[config.mk]
export PLATFORM = sky130hd
export DESIGN_NAME = cevero_volt_ramp
export DESIGN_NICKNAME = d
export VERILOG_FILES = /design/src/rtl/cevero_dvfs_pkg.sv /design/src/rtl/cevero_cycle_timer.sv /design/src/rtl/cevero_volt_ramp.sv
export SDC_FILE = /design/constraint.sdc
export NUM_CORES = 1
export LEC_CHECK = 0
export CAP_MARGIN = 20
export CORE_MARGIN = 3
export CORE_UTILIZATION = 51
export CTS_BUF_LIST = sky130_fd_sc_hd__clkbuf_8
export DETAILED_ROUTE_END_ITERATION = 16
export PLACE_DENSITY = 0.78
export SLEW_MARGIN = 30
export SYNTH_ARGS = -nofsm -noshare
export SYNTH_HDL_FRONTEND = slang
export SYNTH_SLANG_ARGS = --single-unit
export TNS_END_PERCENT = 1
[constraint.sdc]
create_clock -name clk_i -period 1.8 [get_ports clk_i]
set_input_delay 0.18 -clock clk_i [delete_from_list [all_inputs] [get_ports clk_i]]
set_output_delay 0.18 -clock clk_i [all_outputs]
set_load 0.02 [all_outputs]
[src/rtl/cevero_dvfs_pkg.sv]
// Shared definitions for the DVFS control slice.
//   VW          - width of voltage level codes
//   RESET_LEVEL - level the regulator sits at out of reset (DVFS default)
//   vramp_state_e - ramp sequencer states
package cevero_dvfs_pkg;

    localparam int VW          = 3;
    localparam int RESET_LEVEL = 5;

    typedef enum logic [2:0] {
        IDLE,
        STALL,
        STEP,
        SETTLE,
        RELEASE
    } vramp_state_e;

endpackage

[src/rtl/cevero_cycle_timer.sv]
// Loadable down-counter with a zero flag.
//   clk_i, rst_ni - clock, asynchronous active-low reset
//   load_i        - load load_val_i (takes priority over counting)
//   load_val_i    - value to load
//   en_i          - count down by one per cycle, saturating at zero
//   zero_o        - counter is zero
module cevero_cycle_timer #(
    parameter int W = 8
) (
    input  logic         clk_i,
    input  logic         rst_ni,
    input  logic         load_i,
    input  logic [W-1:0] load_val_i,
    input  logic         en_i,
    output logic         zero_o
);

    logic [W-1:0] cnt_q;

    always_ff @(posedge clk_i or negedge rst_ni) begin
        if (!rst_ni) begin
            cnt_q <= '0;
        end else if (load_i) begin
            cnt_q <= load_val_i;
        end else if (en_i && (cnt_q != '0)) begin
            cnt_q <= cnt_q - W'(1);
        end
    end

    assign zero_o = (cnt_q == '0);

endmodule

[src/rtl/cevero_volt_ramp.sv]
// Voltage ramp sequencer between cevero_dvfs and the voltage regulator.
// Holds the core clock, walks the regulator one level at a time toward the
// (clamped, live) target with a req/ack handshake and a settle wait after
// each step, then releases the core.
//   clk_i, rst_ni       - clock, asynchronous active-low reset
//   target_voltage_i    - requested level
//   stall_req_o/_ack_i  - core clock hold handshake
//   vreg_req_o/_level_o - regulator step request and requested level
//   vreg_ack_i          - regulator accepted the step
//   level_o             - committed regulator level
//   busy_o              - sequencer not idle
//   done_o              - one-cycle pulse at the end of a ramp (or timeout)
//   timeout_err_o       - sticky: regulator failed to acknowledge in time
module cevero_volt_ramp #(
    parameter int VW            = cevero_dvfs_pkg::VW,
    parameter int RESET_LEVEL   = cevero_dvfs_pkg::RESET_LEVEL,
    parameter int MIN_LEVEL     = 0,
    parameter int MAX_LEVEL     = 7,
    parameter int SETTLE_CYCLES = 16,
    parameter int ACK_TIMEOUT   = 64
) (
    input  logic          clk_i,
    input  logic          rst_ni,
    input  logic [VW-1:0] target_voltage_i,
    output logic          stall_req_o,
    input  logic          stall_ack_i,
    output logic          vreg_req_o,
    output logic [VW-1:0] vreg_req_level_o,
    input  logic          vreg_ack_i,
    output logic [VW-1:0] level_o,
    output logic          busy_o,
    output logic          done_o,
    output logic          timeout_err_o
);

    import cevero_dvfs_pkg::*;

    localparam int SW = $clog2(SETTLE_CYCLES + 1);
    localparam int AW = $clog2(ACK_TIMEOUT + 1);

    vramp_state_e  state_q, state_d;
    logic [VW-1:0] level_q, req_level_q;
    logic [VW-1:0] tgt, step_level;
    logic          err_q;
    logic          enter_step, enter_settle, ack_timeout;
    logic          settle_zero, ack_zero;

    // Clamp in int so the bounds checks stay meaningful for any MIN/MAX.
    always_comb begin
        tgt = target_voltage_i;
        if (int'(target_voltage_i) < MIN_LEVEL) begin
            tgt = VW'(MIN_LEVEL);
        end else if (int'(target_voltage_i) > MAX_LEVEL) begin
            tgt = VW'(MAX_LEVEL);
        end
    end

    // Next level one step toward the target; holds if already there so a
    // target that moved back during STALL can never wrap the code.
    always_comb begin
        step_level = level_q;
        if (tgt > level_q) begin
            step_level = level_q + VW'(1);
        end else if (tgt < level_q) begin
            step_level = level_q - VW'(1);
        end
    end

    always_ff @(posedge clk_i or negedge rst_ni) begin
        if (!rst_ni) begin
            state_q <= IDLE;
        end else begin
            state_q <= state_d;
        end
    end

    always_comb begin
        state_d      = state_q;
        enter_step   = 1'b0;
        enter_settle = 1'b0;
        ack_timeout  = 1'b0;
        case (state_q)
            IDLE: begin
                if (tgt != level_q) begin
                    state_d = STALL;
                end
            end
            STALL: begin
                if (stall_ack_i) begin
                    state_d    = STEP;
                    enter_step = 1'b1;
                end
            end
            STEP: begin
                // An ack on the last allowed cycle still wins over the timeout.
                if (vreg_ack_i) begin
                    state_d      = SETTLE;
                    enter_settle = 1'b1;
                end else if (ack_zero) begin
                    state_d     = RELEASE;
                    ack_timeout = 1'b1;
                end
            end
            SETTLE: begin
                if (settle_zero) begin
                    if (tgt == level_q) begin
                        state_d = RELEASE;
                    end else begin
                        // Core is still held, so go straight to the next step.
                        state_d    = STEP;
                        enter_step = 1'b1;
                    end
                end
            end
            RELEASE: state_d = IDLE;
            default: state_d = IDLE;
        endcase
    end

    // Timers are loaded with N-1 on entry so the state lasts exactly N cycles.
    cevero_cycle_timer #(.W(SW)) u_settle_timer (
        .clk_i      (clk_i),
        .rst_ni     (rst_ni),
        .load_i     (enter_settle),
        .load_val_i (SW'(SETTLE_CYCLES - 1)),
        .en_i       (state_q == SETTLE),
        .zero_o     (settle_zero)
    );

    cevero_cycle_timer #(.W(AW)) u_ack_timer (
        .clk_i      (clk_i),
        .rst_ni     (rst_ni),
        .load_i     (enter_step),
        .load_val_i (AW'(ACK_TIMEOUT - 1)),
        .en_i       (state_q == STEP),
        .zero_o     (ack_zero)
    );

    always_ff @(posedge clk_i or negedge rst_ni) begin
        if (!rst_ni) begin
            level_q     <= VW'(RESET_LEVEL);
            req_level_q <= VW'(RESET_LEVEL);
            err_q       <= 1'b0;
        end else begin
            // Direction is fixed at STEP entry and held for the whole STEP.
            if (enter_step) begin
                req_level_q <= step_level;
            end
            if (state_q == STEP && vreg_ack_i) begin
                level_q <= req_level_q;
            end
            if (ack_timeout) begin
                err_q <= 1'b1;
            end
        end
    end

    assign stall_req_o      = (state_q == STALL) || (state_q == STEP) || (state_q == SETTLE);
    assign vreg_req_o       = (state_q == STEP);
    assign vreg_req_level_o = req_level_q;
    assign level_o          = level_q;
    assign busy_o           = (state_q != IDLE);
    assign done_o           = (state_q == RELEASE);
    assign timeout_err_o    = err_q;

endmodule

After elaboration in Yosys (flattened, before gate mapping):

Cells that the tools add are included.

* register bits: 22
* bits of input ports: 7
* logic and storage cells: 58

* multiplexer cells: 22
* order comparisons: 2
* add/sub/neg operators: 4
* reduce and logical (&&, ||, !) cells: 14
* equality and inequality tests: 10

Operators with widths (count)
* 2-to-1 mux 3 bit: 8
* 2-to-1 mux 7 bit: 2
* one-hot mux 3 bit (4 select lines): 1
* 2-to-1 mux 5 bit: 2
* 2-to-1 mux 1 bit: 8
* zero test 7 bit: 1
* nonzero test 7 bit: 1
* subtractor 7 x 1 -> 7 bit (second input constant): 1
* equality test 3 x 2 -> 1 bit (second input constant): 2
* != test 2 bit (second input constant): 3
* zero test 5 bit: 1
* nonzero test 5 bit: 1
* subtractor 5 x 1 -> 5 bit (second input constant): 1
* AND reduction 4 bit: 1
* nonzero test 2 bit: 2
* adder 3 x 1 -> 3 bit (second input constant): 1
* equality test 3 x 1 -> 1 bit (second input constant): 1
* equality test 3 bit: 1
* equality test 3 bit (second input constant): 1
* greater-than comparator 3 bit: 1
* logical AND 1 bit: 3
* zero test 3 bit: 1
* < comparator 3 bit: 1
* != test 3 bit: 1
* other kinds (5): 6

Longest topological paths before layout:

* depth after elaboration: 5
* gate-level depth with buffers: 7
* mapped depth without buffers: 6

By module:

From an unflattened synthesis, not the netlist that was laid out.

* cells, all modules: 157
* area total of the unflattened synthesis: 1437.6 sq um

By module, submodules not included
* cevero_volt_ramp: area each 671.9 sq um, cells an instance 73, times used 1
* cevero_cycle_timer (u_ack_timer): area each 461.7 sq um, cells an instance 52, times used 1
* cevero_cycle_timer (u_settle_timer): area each 304.0 sq um, cells an instance 32, times used 1

Least setup slack after synthesis:

OpenSTA, ideal clock, no wires.

* path kind: flip-flop to flip-flop
* from: register level_q[2], in the netlist level_o[2]
* to: register req_level_q[1], in the netlist vreg_req_level_o[1]
* arrival time: 1799 ps
* stages on the path, launching flop included: 7
* setup time: 125 ps
* required time: 1675 ps
* setup slack: -123 ps
* period minus slack after synthesis: 1923 ps
* cells stage by stage: dfstp_2 inv_1 ha_1 a21oi_1 and2_1 o211ai_1 mux2_2

* word-level cells in the longest chain between the ends: 4
* elaborated cells on any way between the ends: 8
* classes of those cells: order compare: 2; eq/ne: 1; mux: 5

Ends and longest elaborated chain
* start, declared: RTL line cevero_volt_ramp.sv:42 `logic [VW-1:0] level_q, req_level_q;`
* start signal, assigned: RTL line cevero_volt_ramp.sv:141 `level_q <= VW'(RESET_LEVEL);`
* start signal, assigned: RTL line cevero_volt_ramp.sv:150 `level_q <= req_level_q;`
* equality test 3 bit: RTL line cevero_volt_ramp.sv:106 `if (tgt == level_q) begin`
* 2-to-1 mux 1 bit: RTL line cevero_volt_ramp.sv:106
* 2-to-1 mux 1 bit: RTL line cevero_volt_ramp.sv:105 `if (settle_zero) begin`
* one-hot mux 1 bit (2 select lines): RTL line cevero_volt_ramp.sv:82 `case (state_q)`
* end signal, assigned: RTL line cevero_volt_ramp.sv:142 `req_level_q <= VW'(RESET_LEVEL);`
* end signal, assigned: RTL line cevero_volt_ramp.sv:147 `req_level_q <= step_level;`
* end, declared: RTL line cevero_volt_ramp.sv:42

Parallel ways exist; a longest one is shown, timed or not.
A chain may end at the register's enable or synchronous reset.

Worst setup path in the final report:

Ends and elaborated chain as after synthesis.

==> results.yml <==
status:
  status: "completed"
detailed_routing:
  drc: 0
  first_pass_iters: 6
  vias_per_cell: 5.598
  num_vias: 1114
  avgRoutedWirePerCell_um: 14.51
  initialDrtViolationCount: 34
  wl_um: 2888
  postRouteAntennaNets: 0
die:
  coreArea_sq_mm: 0.002500
  start_util: 0.5450
  dieHeight_um: 57.69
  rows: 18
  dieArea_sq_mm: 0.003328
  ioPinCount: 18
  die_x_um: 57.69
placed_design:
  dp_slack_ps: -67.94
  io_buffers: 17
  dp_cells: 193
  dpl-instance-area_sq_mm: 0.001648
  dp_hpwl_um: 2134
  routabilityCongestion: 0.8525
setup_path:
  crit_fanout: 4
  path_buf_inv: 2
  path_cells: "inv_2, ha_4, nand3b_1, buf_4, a211o_1, o211ai_1, mux2_2"
  critical_path_arrival_ps: 1960
  crit_family: "flip-flops"
  cp-start-kind: "flop"
  cp-end-kind: "flop"
  criticalPathCategory: "flop to flop"
  critical-path-max-stage-delay_ps: 540
  critPathSlowestCell: "dfstp_2"
  required_ps: 2000
final_layout:
  final_cell_count_no_fill: 199
  multi_input_area_sq_um: 778.2
  num-nets-final: 185
  num-fill-cells: 207
  design_area_sq_mm: 0.001712
  syn2layout_area_growth_pct: 25.62
  antenna_cells: 0
  utilization: 0.6847
  drive_above_1_share: 0.2308
  layout.area.seq_sq_um: 558.0
clock_network:
  cts-htree-levels: 1
  cts_buffers: 3
  clock-sinks: 22
  cts_buffer_depth: 2
  cts_tree: "done"
  clk_latency_ps: 260
  cts_hold_buf: 0
  clkTransAtPathRegs_ps: 80
  cts_root_buf: "clkbuf_8"
synthesis:
  synth.ff_latch_count: 22
  synth_nets: 156
  syn_avg_cell_area_sq_um: 9.664
  syn-cell-area_sq_mm: 0.001363
  async_flop_share: 1.000
  seq_area_frac_synth: 0.4077
  synth-edff-count: 0
  synth_flop_cell: "dfrtp_1"
  syn_inst: 141
  synth_cell_types: 43
  yosys_warnings: 0
grt:
  antenna_found_initial: 0
  grt_overflow: 0
  grt_use_total: 0.1951
  grt_pass1_wl_um: 5037
  grt_pass1_vias: 1124
  grt_max_degree: 23
pwr:
  power_density_mw_per_mm2: 1648
  ir_worst_vdd_v: 0.001062
  p_leak_uw: 0.0007264
timing:
  finalCriticalPeriod_ps: 1755
  final-hold-violation-count: 0
  fmax_mhz: 569.8
  maxSlewViolCount: 0
  slew-limit-headroom: 0.7239
  tightest_slew_ps: 408.6
  final_min_period_over_clock_period: 0.9751
  setup_slack_ps: 44.85
  skew_ps: 7.180
  setup_viol: 0
  rsz0062_at_grt: "true"
flow_run:
  max-cap-violations: 0
worst_hold_path:
  min_path_type: "input port to asynchronous set/reset pin"
-- cells by family (layout without fill, tap and decap cells) --
logic type,after synthesis,count (layout),synth area share
XOR/XNOR,9,9,0.05785
multiplexers,4,4,0.03306
adder cells (fa/ha/maj),8,8,0.07346
AND/OR/NAND/NOR,56,56,0.2397
AO/OA/AOI/OAI,27,27,0.1433
buffers and inverters,15,43,0.04499
flip-flops,22,22,0.4077
-- worst paths after layout --
path	slack, ps	cells past startpoint	end	startpoint
max	40	7	vreg_req_level_o[1]	level_o[2]
min	260	2	u_ack_timer.cnt_q[1]	rst_ni
max reg2reg	40	7	vreg_req_level_o[1]	level_o[2]
min reg2reg	460	1	timeout_err_o	timeout_err_o
max in group asynchronous	1260	2	level_o[0]	rst_ni
min in group clk_i	460	1	timeout_err_o	timeout_err_o
-- per-layer routing --
| metal | track usage | share of wire | routed length [um] | vias up |
|---|---|---|---|---|
| met5 | 0 | 0 | 0 | - |
| met4 | 0.08278 | 0.016 | 47 | 0 |
| met3 | 0.02673 | 0.030 | 88 | 6 |
| met2 | 0.3129 | 0.47 | 1355 | 27 |
| met1 | 0.2650 | 0.48 | 1396 | 526 |
| li1 | - | - | - | 555 |
-- registers in the layout, summed over array words and instances (netlist names) --
register and cells:
timeout_err_o 1, vreg_req_level_o 3, u_ack_timer.cnt_q 7, state_q 3, level_o 3, u_settle_timer.cnt_q 5
-- Yosys cell counts (all sizes together) (2+ instances only) --
| cell type | instances | area [sq um] |
|---|---|---|
| a211o | 2 | 17.52 |
| mux2 | 4 | 45.04 |
| nand3b | 2 | 15.01 |
| and2 | 4 | 25.02 |
| nand4 | 2 | 12.51 |
| o21ai | 7 | 50.05 |
| dfstp | 4 | 105.1 |
| or3 | 2 | 12.51 |
| dfrtp | 18 | 450.4 |
| ha | 8 | 100.1 |
| buf | 3 | 15.01 |
| nor3 | 4 | 25.02 |
| nor2 | 6 | 22.52 |
| xnor2 | 4 | 35.03 |
| xor2 | 5 | 43.79 |
| nand2b | 2 | 12.51 |
| nand2 | 17 | 63.81 |
| inv | 11 | 41.29 |
| o211ai | 5 | 37.54 |
| a21o | 2 | 16.27 |
| nand3 | 6 | 30.03 |
| nor4b | 2 | 17.52 |
| a21oi | 5 | 25.02 |
-- placed cells by master (no fill, tap or decap), types with 2 or more instances in the layout --
master	count
nand2b_1	2
nor2_1	6
clkdlybuf4s50_1	13
o211ai_1	5
dlygate4sd2_1	3
or3_1	2
inv_1	11
a211o_1	2
nand3b_1	2
nor4b_1	2
xor2_1	5
nand3_1	5
dfstp_2	4
nor3_1	3
nand2_1	16
clkbuf_8	3
nand4_1	2
and2_1	3
mux2_2	4
o21ai_0	5
xnor2_1	4
ha_1	7
a21oi_1	4
dfrtp_1	16
dfrtp_2	2
buf_4	11
-- layout make-up --
type                       count  share of cell area
multi-input combinational    104              0.4547
clock inverter                 1            0.002193
clock buffer                   3             0.02412
sequential                    22              0.3260
timing repair buffer          28              0.1469
inverter                      11             0.02412
tap                           30             0.02193
-- through the flow --
step           setup TNS, ps  hold WS (ps)  total power (uW)
2_1_floorplan              0        -115.6              1976
3_3_place_gp          -63.32         443.2              2438
3_5_place_dp          -164.6         453.0              2499
4_1_cts                    0         267.2              2803
5_1_grt               -11.35         286.6              3079
6_report                   0         259.5              2821
-- report_power, final --
part	switching (uW)	internal [uW]	total, uW
Clock	154	152	306
Combinational	803	759	1560
Sequential	236	717	953
Total	1190	1630	2820
-- what timing repair did --
item,4_1_cts,5_1_grt
gates resized for setup,5,2
buffers inserted,0,2
gates cloned,0,0
endpoints found under the setup margin,4,8
pin swaps,0,1
Note: power is estimated with default switching activity, not from simulation.
